<file path="config.mk">
export PLATFORM = sky130hd
export DESIGN_NAME = csel_sync_feeder
export DESIGN_NICKNAME = d
export VERILOG_FILES = /design/src/rtl/csel_sync_feeder.sv
export SDC_FILE = /design/constraint.sdc
export NUM_CORES = 1
export LEC_CHECK = 0
export ABC_AREA = 1
export CORE_MARGIN = 1
export CORE_UTILIZATION = 50
export DETAILED_ROUTE_END_ITERATION = 12
export HOLD_SLACK_MARGIN = 0.02
export PLACE_DENSITY = 0.83
export SLEW_MARGIN = 20
export SYNTH_ARGS = -nofsm -noshare
export SYNTH_HDL_FRONTEND = slang
export SYNTH_SLANG_ARGS = --single-unit
</file>
<file path="constraint.sdc">
create_clock -name clk -period 10.6 [get_ports clk]
set_clock_uncertainty 0.1 [all_clocks]
set_input_delay 2.12 -clock clk [delete_from_list [all_inputs] [get_ports clk]]
set_output_delay 2.12 -clock clk [all_outputs]
set_load 0.01 [all_outputs]
</file>
<file path="src/rtl/csel_sync_feeder.sv">
// -----------------------------------------------------------------------------
// csel_sync_feeder
// Clocked producer sitting directly upstream of the 4-way click selector.
// Buffers a valid/ready stream of {dest mask, payload} in a small FIFO and
// hands each word to the selector with one drive/free event handshake.
// i_free arrives from the asynchronous click domain and is synchronised here.
//
// Optional feature macro: CSEL_FEEDER_TIMEOUT_EN
//   defined   : DRIVE is abandoned after TIMEOUT_CYC cycles, o_err[1] is sticky
//   undefined : DRIVE waits indefinitely for free, o_err[1] is tied low
// -----------------------------------------------------------------------------
module csel_sync_feeder #(
  parameter int DATA_WIDTH  = 32,
  parameter int FIFO_DEPTH  = 4,    // power of 2, >= 2
  parameter int SYNC_STAGES = 2,    // >= 2
  parameter int TIMEOUT_CYC = 256   // only meaningful with CSEL_FEEDER_TIMEOUT_EN
) (
  input  logic                           clk,
  input  logic                           rst,
  input  logic                           i_valid,
  output logic                           o_ready,
  input  logic [3:0]                     i_dest,
  input  logic [DATA_WIDTH-1:0]          i_data,
  output logic                           o_drive,
  input  logic                           i_free,
  output logic [DATA_WIDTH+3:0]          o_data,
  output logic [$clog2(FIFO_DEPTH):0]    o_level,
  output logic [1:0]                     o_err
);

  localparam int AW = $clog2(FIFO_DEPTH);
  localparam int WW = DATA_WIDTH + 4;

  // Handshake FSM encoding
  localparam logic [1:0] ST_IDLE  = 2'd0;
  localparam logic [1:0] ST_SETUP = 2'd1;
  localparam logic [1:0] ST_DRIVE = 2'd2;
  localparam logic [1:0] ST_GAP   = 2'd3;

  // ---------------------------------------------------------------------------
  // Input FIFO
  // ---------------------------------------------------------------------------
  logic [WW-1:0] r_mem [FIFO_DEPTH];
  logic [AW:0]   r_wr_ptr;
  logic [AW:0]   r_rd_ptr;
  logic          w_empty;
  logic          w_full;
  logic          w_push;
  logic          w_pop;
  logic [WW-1:0] w_head;
  logic          w_head_live;

  logic [1:0]    r_state;
  logic [1:0]    w_state_nxt;

  assign w_empty = (r_wr_ptr == r_rd_ptr);
  assign w_full  = (r_wr_ptr[AW] != r_rd_ptr[AW]) &&
                   (r_wr_ptr[AW-1:0] == r_rd_ptr[AW-1:0]);

  // Ready is withheld while reset is asserted so nothing is accepted mid-reset.
  assign o_ready = !w_full && !rst;
  assign w_push  = i_valid && o_ready;

  // Every IDLE cycle with data pops the head; zero-mask words are simply dropped.
  assign w_pop       = (r_state == ST_IDLE) && !w_empty;
  assign w_head      = r_mem[r_rd_ptr[AW-1:0]];
  assign w_head_live = (w_head[WW-1 -: 4] != 4'b0000);

  assign o_level = r_wr_ptr - r_rd_ptr;

  // Storage array write port
  // NOTE: the storage array has no reset; pointers alone define which entries
  // are valid, and leaving the array unreset lets it map onto plain RAM/flops
  // without a reset tree.
  always_ff @(posedge clk) begin
    if (w_push) begin
      r_mem[r_wr_ptr[AW-1:0]] <= {i_dest, i_data};
    end
  end

  // FIFO pointer update
  // NOTE: all sequential state uses non-blocking assignment so every flop
  // samples pre-edge values, independent of block ordering.
  always_ff @(posedge clk or posedge rst) begin
    if (rst) begin
      r_wr_ptr <= '0;
      r_rd_ptr <= '0;
    end else begin
      if (w_push) r_wr_ptr <= r_wr_ptr + 1'b1;
      if (w_pop)  r_rd_ptr <= r_rd_ptr + 1'b1;
    end
  end

  // ---------------------------------------------------------------------------
  // i_free synchroniser and rising-edge detector
  // ---------------------------------------------------------------------------
  logic [SYNC_STAGES-1:0] r_sync;
  logic                   r_sync_d;
  logic                   w_sync_out;
  logic                   w_free_evt;

  assign w_sync_out = r_sync[SYNC_STAGES-1];
  assign w_free_evt = w_sync_out && !r_sync_d;

  // Shift the asynchronous free level through the sync chain, keep one delayed copy
  always_ff @(posedge clk or posedge rst) begin
    if (rst) begin
      r_sync   <= '0;
      r_sync_d <= 1'b0;
    end else begin
      r_sync   <= {r_sync[SYNC_STAGES-2:0], i_free};
      r_sync_d <= w_sync_out;
    end
  end

  // ---------------------------------------------------------------------------
  // Optional DRIVE timeout
  // ---------------------------------------------------------------------------
  logic w_timeout;
  logic w_err_to;

`ifdef CSEL_FEEDER_TIMEOUT_EN
  localparam int TW = (TIMEOUT_CYC > 1) ? $clog2(TIMEOUT_CYC) : 1;

  logic [TW-1:0] r_to_cnt;
  logic          r_err_to;

  // Counts cycles spent in DRIVE; held at zero everywhere else
  always_ff @(posedge clk or posedge rst) begin
    if (rst) begin
      r_to_cnt <= '0;
    end else if (r_state != ST_DRIVE) begin
      r_to_cnt <= '0;
    end else begin
      r_to_cnt <= r_to_cnt + TW'(1);
    end
  end

  // The last permitted DRIVE cycle without a free event abandons the word.
  assign w_timeout = (r_state == ST_DRIVE) && !w_free_evt &&
                     (r_to_cnt == TW'(TIMEOUT_CYC - 1));

  // Sticky timeout flag
  always_ff @(posedge clk or posedge rst) begin
    if (rst) begin
      r_err_to <= 1'b0;
    end else if (w_timeout) begin
      r_err_to <= 1'b1;
    end
  end

  assign w_err_to = r_err_to;
`else
  assign w_timeout = 1'b0;
  assign w_err_to  = 1'b0;
`endif

  // ---------------------------------------------------------------------------
  // Handshake FSM
  // ---------------------------------------------------------------------------

  // Next-state decode
  // NOTE: the default assignment at the top keeps every path assigned, so no
  // latch is inferred for w_state_nxt.
  always_comb begin
    w_state_nxt = r_state;
    case (r_state)
      ST_IDLE: begin
        if (!w_empty && w_head_live) w_state_nxt = ST_SETUP;
      end
      ST_SETUP: begin
        w_state_nxt = ST_DRIVE;
      end
      ST_DRIVE: begin
        if (w_free_evt || w_timeout) w_state_nxt = ST_GAP;
      end
      ST_GAP: begin
        w_state_nxt = ST_IDLE;
      end
      default: begin
        w_state_nxt = ST_IDLE;
      end
    endcase
  end

  // State register
  always_ff @(posedge clk or posedge rst) begin
    if (rst) begin
      r_state <= ST_IDLE;
    end else begin
      r_state <= w_state_nxt;
    end
  end

  // ---------------------------------------------------------------------------
  // Selector-facing outputs
  // ---------------------------------------------------------------------------
  logic [WW-1:0] r_data;
  logic          r_drive;
  logic          r_err_spur;

  // Load the output word only when a live word enters SETUP; held otherwise
  always_ff @(posedge clk or posedge rst) begin
    if (rst) begin
      r_data <= '0;
    end else if (w_pop && w_head_live) begin
      r_data <= w_head;
    end
  end

  // Drive is a registered level that is high exactly while the FSM is in DRIVE
  always_ff @(posedge clk or posedge rst) begin
    if (rst) begin
      r_drive <= 1'b0;
    end else begin
      r_drive <= (w_state_nxt == ST_DRIVE);
    end
  end

  // Sticky flag for a free event arriving while not waiting for one
  always_ff @(posedge clk or posedge rst) begin
    if (rst) begin
      r_err_spur <= 1'b0;
    end else if (w_free_evt && (r_state != ST_DRIVE)) begin
      r_err_spur <= 1'b1;
    end
  end

  assign o_data  = r_data;
  assign o_drive = r_drive;
  assign o_err   = {w_err_to, r_err_spur};

endmodule
</file>
==> run_results.csv <==
group,metric,value,unit
setup_path,capture_instance_of_the_worst_register_to_register_path,"o_data[17]$_DFFE_PP0P_",
setup_path,worst_ep_arrival_time,3330,ps
cts,tritoncts,"built",
global_routing,via_count_of_the_first_global_routing_pass,4522,
layout,nFillCells,1035,
min_path,startpoint_of_the_lowest_slack_hold_path,"r_sync[0]$_DFF_PP0_",
global_routing,globalRoute.totalOverflow,0,
sta,worst_case_headroom_to_the_max_slew_limit,0.393,
sta,layout_worst_path_cycle_share,0.523,
setup_path,criticalPathCategory,"in2out",
routing,detail_route.wirelength,14100,µm
logic_synthesis,netlist.top_cell.by_area,"sky130_fd_sc_hd__edfxtp_1",
logic_synthesis,yosys-top-cells-count,"144 x sky130_fd_sc_hd__edfxtp_1, 96 x sky130_fd_sc_hd__o21ai_0, 70 x sky130_fd_sc_hd__nor2_1",
logic_synthesis,synthFlopType,"sky130_fd_sc_hd__edfxtp_1",
sta,worst_hold_margin,263,ps
logic_synthesis,sequential_area_share_after_synthesis,0.747,
setup_path,crit_path_start,"rst",
layout,layout.cells.non_filler,854,
sta,final-hold-violation-count,0,
floorplan,die_y,124,µm
layout,num-nets-final,707,
cts,clkLatencyLatePin,430,ps
logic_synthesis,async_flop_share,0.254,
layout,sequential_cell_area,5550,µm²
floorplan,core_area,14500,µm²
power,max-vdd-ir-drop,0.156,mV
placement,placed_cell_count,820,
sta,timing.final.max_slew_violations,0,
routing,dr.pass1.iters,9,
logic_synthesis,synthesis.instances,582,
logic_synthesis,edff_count_synth,144,
placement,gp_congestion,0.754,
cts,numClockSinks,193,
run,drv_cap,0,
setup_path,path_depth,3,
setup_path,start_kind,"primary input",
logic_synthesis,synth_cell_type_count,26,
floorplan,boundary_pin_count,83,
layout,area_delta_synth_final,22.1,%
logic_synthesis,ys_top_cells_by_area,"sky130_fd_sc_hd__edfxtp_1 58%, sky130_fd_sc_hd__dfrtp_1 17%, sky130_fd_sc_hd__o21ai_0 6.5%",
setup_path,family_with_the_most_delay_on_the_worst_path,"buffers and inverters",
cts,ctsRootBufferMaster,"sky130_fd_sc_hd__clkbuf_16",
setup_path,worstPathMaxFanout,2,
global_routing,antenna_violations_before_repair,0,
setup_path,critPathMaxStageDelay,570,ps
setup_path,r2r_setup_slack,6880,ps
power,powerDensity,284,nW/µm²
cts,clk_pin_slew_worst_paths,70,ps
layout,drive_gt1_frac,0.0717,
layout,multiInputGateArea,1560,µm²
setup_path,ff_to_ff_start,"r_rd_ptr[0]$_DFFE_PP0P_",
logic_synthesis,synth_top_cell_area_share,0.582,
sta,period_needed,5550,ps
setup_path,critPathMostFrequentCell,"sky130_fd_sc_hd__clkdlybuf4s50_1",
routing,post_route_drc,0,
status,status,"completed",
sta,tightest_slew,910,ps
setup_path,worstSetupEndpoint,"o_ready",
logic_synthesis,synth-warning-count,0,
cts,hold_buffers,0,
logic_synthesis,post_synth_instance_area,7430,µm²
floorplan,die_width,124,µm
routing,routed-via-count,4601,
setup_path,worstRegToRegCells,9,
routing,antenna_left,0,
placement,hpwl,8440,µm
sta,grt_setup_unrepaired,"no",
cts,cts.path.max_buffers,2,
logic_synthesis,yosys.cell_count.top_type,"sky130_fd_sc_hd__edfxtp_1",
logic_synthesis,synth_fp_nets,633,
routing,drt_iter0_markers,371,
global_routing,grt_start_max_net_pins,76,
global_routing,grt_pass1_wl,21400,µm
sta,finalSetupTns,0,ps
cts,ctsResizeCount,0,
floorplan,floorplan.initialDensity,0.511,
cts,postCtsSetupRepairBufs,0,
routing,post_drt_wl_per_cell,16.5,µm
setup_path,cp_slowest_cell,"sky130_fd_sc_hd__clkdlybuf4s50_1",
logic_synthesis,post_synth.cell_area_avg,12.8,µm²
setup_path,crit_chain,"clkdlybuf4s50_1 -> a31oi_1 -> clkdlybuf4s50_1",
global_routing,track_usage,0.191,
setup_path,endpoint_kind,"primary output",
sta,setup_violations,0,
cts,cts_made_buffers,17,
floorplan,dieArea,15400,µm²
setup_path,cp.buffers_inverters,2,
power,leakage_dissipation,3.41,nW
routing,route.detailed.vias_per_inst,5.39,
cts,h-tree-depth,4,
floorplan,rows,44,
sta,maxClockFrequency,0.180,GHz
setup_path,cp.required,8380,ps
min_path,min_path_type,"reg2reg",
logic_synthesis,ys_seq_elements,193,
placement,portBuffers,81,
[final cells by class]
type	instances	share of cell area
Sequential cell	193	0.612
Multi-Input combinational cell	306	0.172
Timing Repair Buffer	88	0.103
Clock buffer	18	0.0473
Tap cell	184	0.0254
Inverter	50	0.0210
Clock inverter	14	0.0192
Antenna cell	1	0.000276
[worst register-to-register path, stage by stage (launching register included)]
cell	delay, ps
sky130_fd_sc_hd__dfrtp_2	370
sky130_fd_sc_hd__buf_4	600
sky130_fd_sc_hd__clkinv_2	950
sky130_fd_sc_hd__nand2_1	260
sky130_fd_sc_hd__nand3_1	100
sky130_fd_sc_hd__nand2_1	170
sky130_fd_sc_hd__nand2_1	130
sky130_fd_sc_hd__o21ai_4	160
sky130_fd_sc_hd__buf_4	530
sky130_fd_sc_hd__o21ai_0	220
[logic make-up after synthesis]
family	Yosys count	share of synthesized area
other	1	0.000505
AO/OA/AOI/OAI	140	0.102
AND/OR/NAND/NOR	149	0.0778
flip-flops	193	0.747
buffers and inverters	83	0.0476
adder cells (fa/ha/maj)	11	0.0195
XOR/XNOR	5	0.00589
[cell usage in the layout (no fill, tap or decap), drive strengths merged]
cell           instances
a31oi                  1
clkinv                 6
conb                   1
fa                     1
dfrtp                 49
nor2                  70
a21boi                 1
and2                   1
o22ai                 32
xor2                   5
o21ai                104
nand4                  1
clkinvlp               2
nand3                  8
a21oi                  2
inv                   54
bufinv                 2
clkdlybuf4s50         81
nand2                 67
edfxtp               144
diode                  1
buf                    7
ha                    10
nor3                   1
clkbuf                18
or2                    1
[routing by layer]
layer	global-route usage	share of wire	vias to the layer above
met1	0.230	0.41	2268
met4	0.0737	0.0093	0
li1	-	-	2169
met2	0.329	0.52	151
met5	0	0	-
met3	0.0490	0.058	13
[worst min path at each step]
stage,cells after the start,slack (ps),end
after floorplan,0,230,r_sync[1]$_DFF_PP0_
after global placement,0,240,r_sync[1]$_DFF_PP0_
after detailed placement,0,250,r_sync[1]$_DFF_PP0_
after CTS,0,270,r_sync[1]$_DFF_PP0_
after global routing,0,280,r_sync[1]$_DFF_PP0_
final,0,260,r_sync[1]$_DFF_PP0_
[power breakdown]
| part | internal, mW | switching [mW] | total [mW] |
|---|---|---|---|
| sequential | 0.974 | 0.0602 | 1.03 |
| combinational | 0.357 | 0.550 | 0.906 |
| clock | 0.356 | 0.280 | 0.637 |
[per-stage QoR]
stage | utilization | power (mW) | area, µm² | worst slack, ps
finish | 0.624 | 2.58 | 9070 | 5050
global placement | 0.575 | 1.89 | 8360 | 5050
detailed placement | 0.581 | 1.95 | 8440 | 5060
global route | 0.624 | 2.73 | 9070 | 4990
CTS | 0.622 | 2.59 | 9040 | 5060
floorplan | - | 1.60 | 7430 | 5840
[state kept, by name, indices dropped and copies added (netlist names)]
register / cells
r_wr_ptr: 3
r_sync_d: 1
o_data: 36
r_rd_ptr: 3
r_err_spur: 1
r_sync: 2
r_state: 2
r_mem: 144
o_drive: 1
Note: power is estimated with default switching activity, not from simulation.
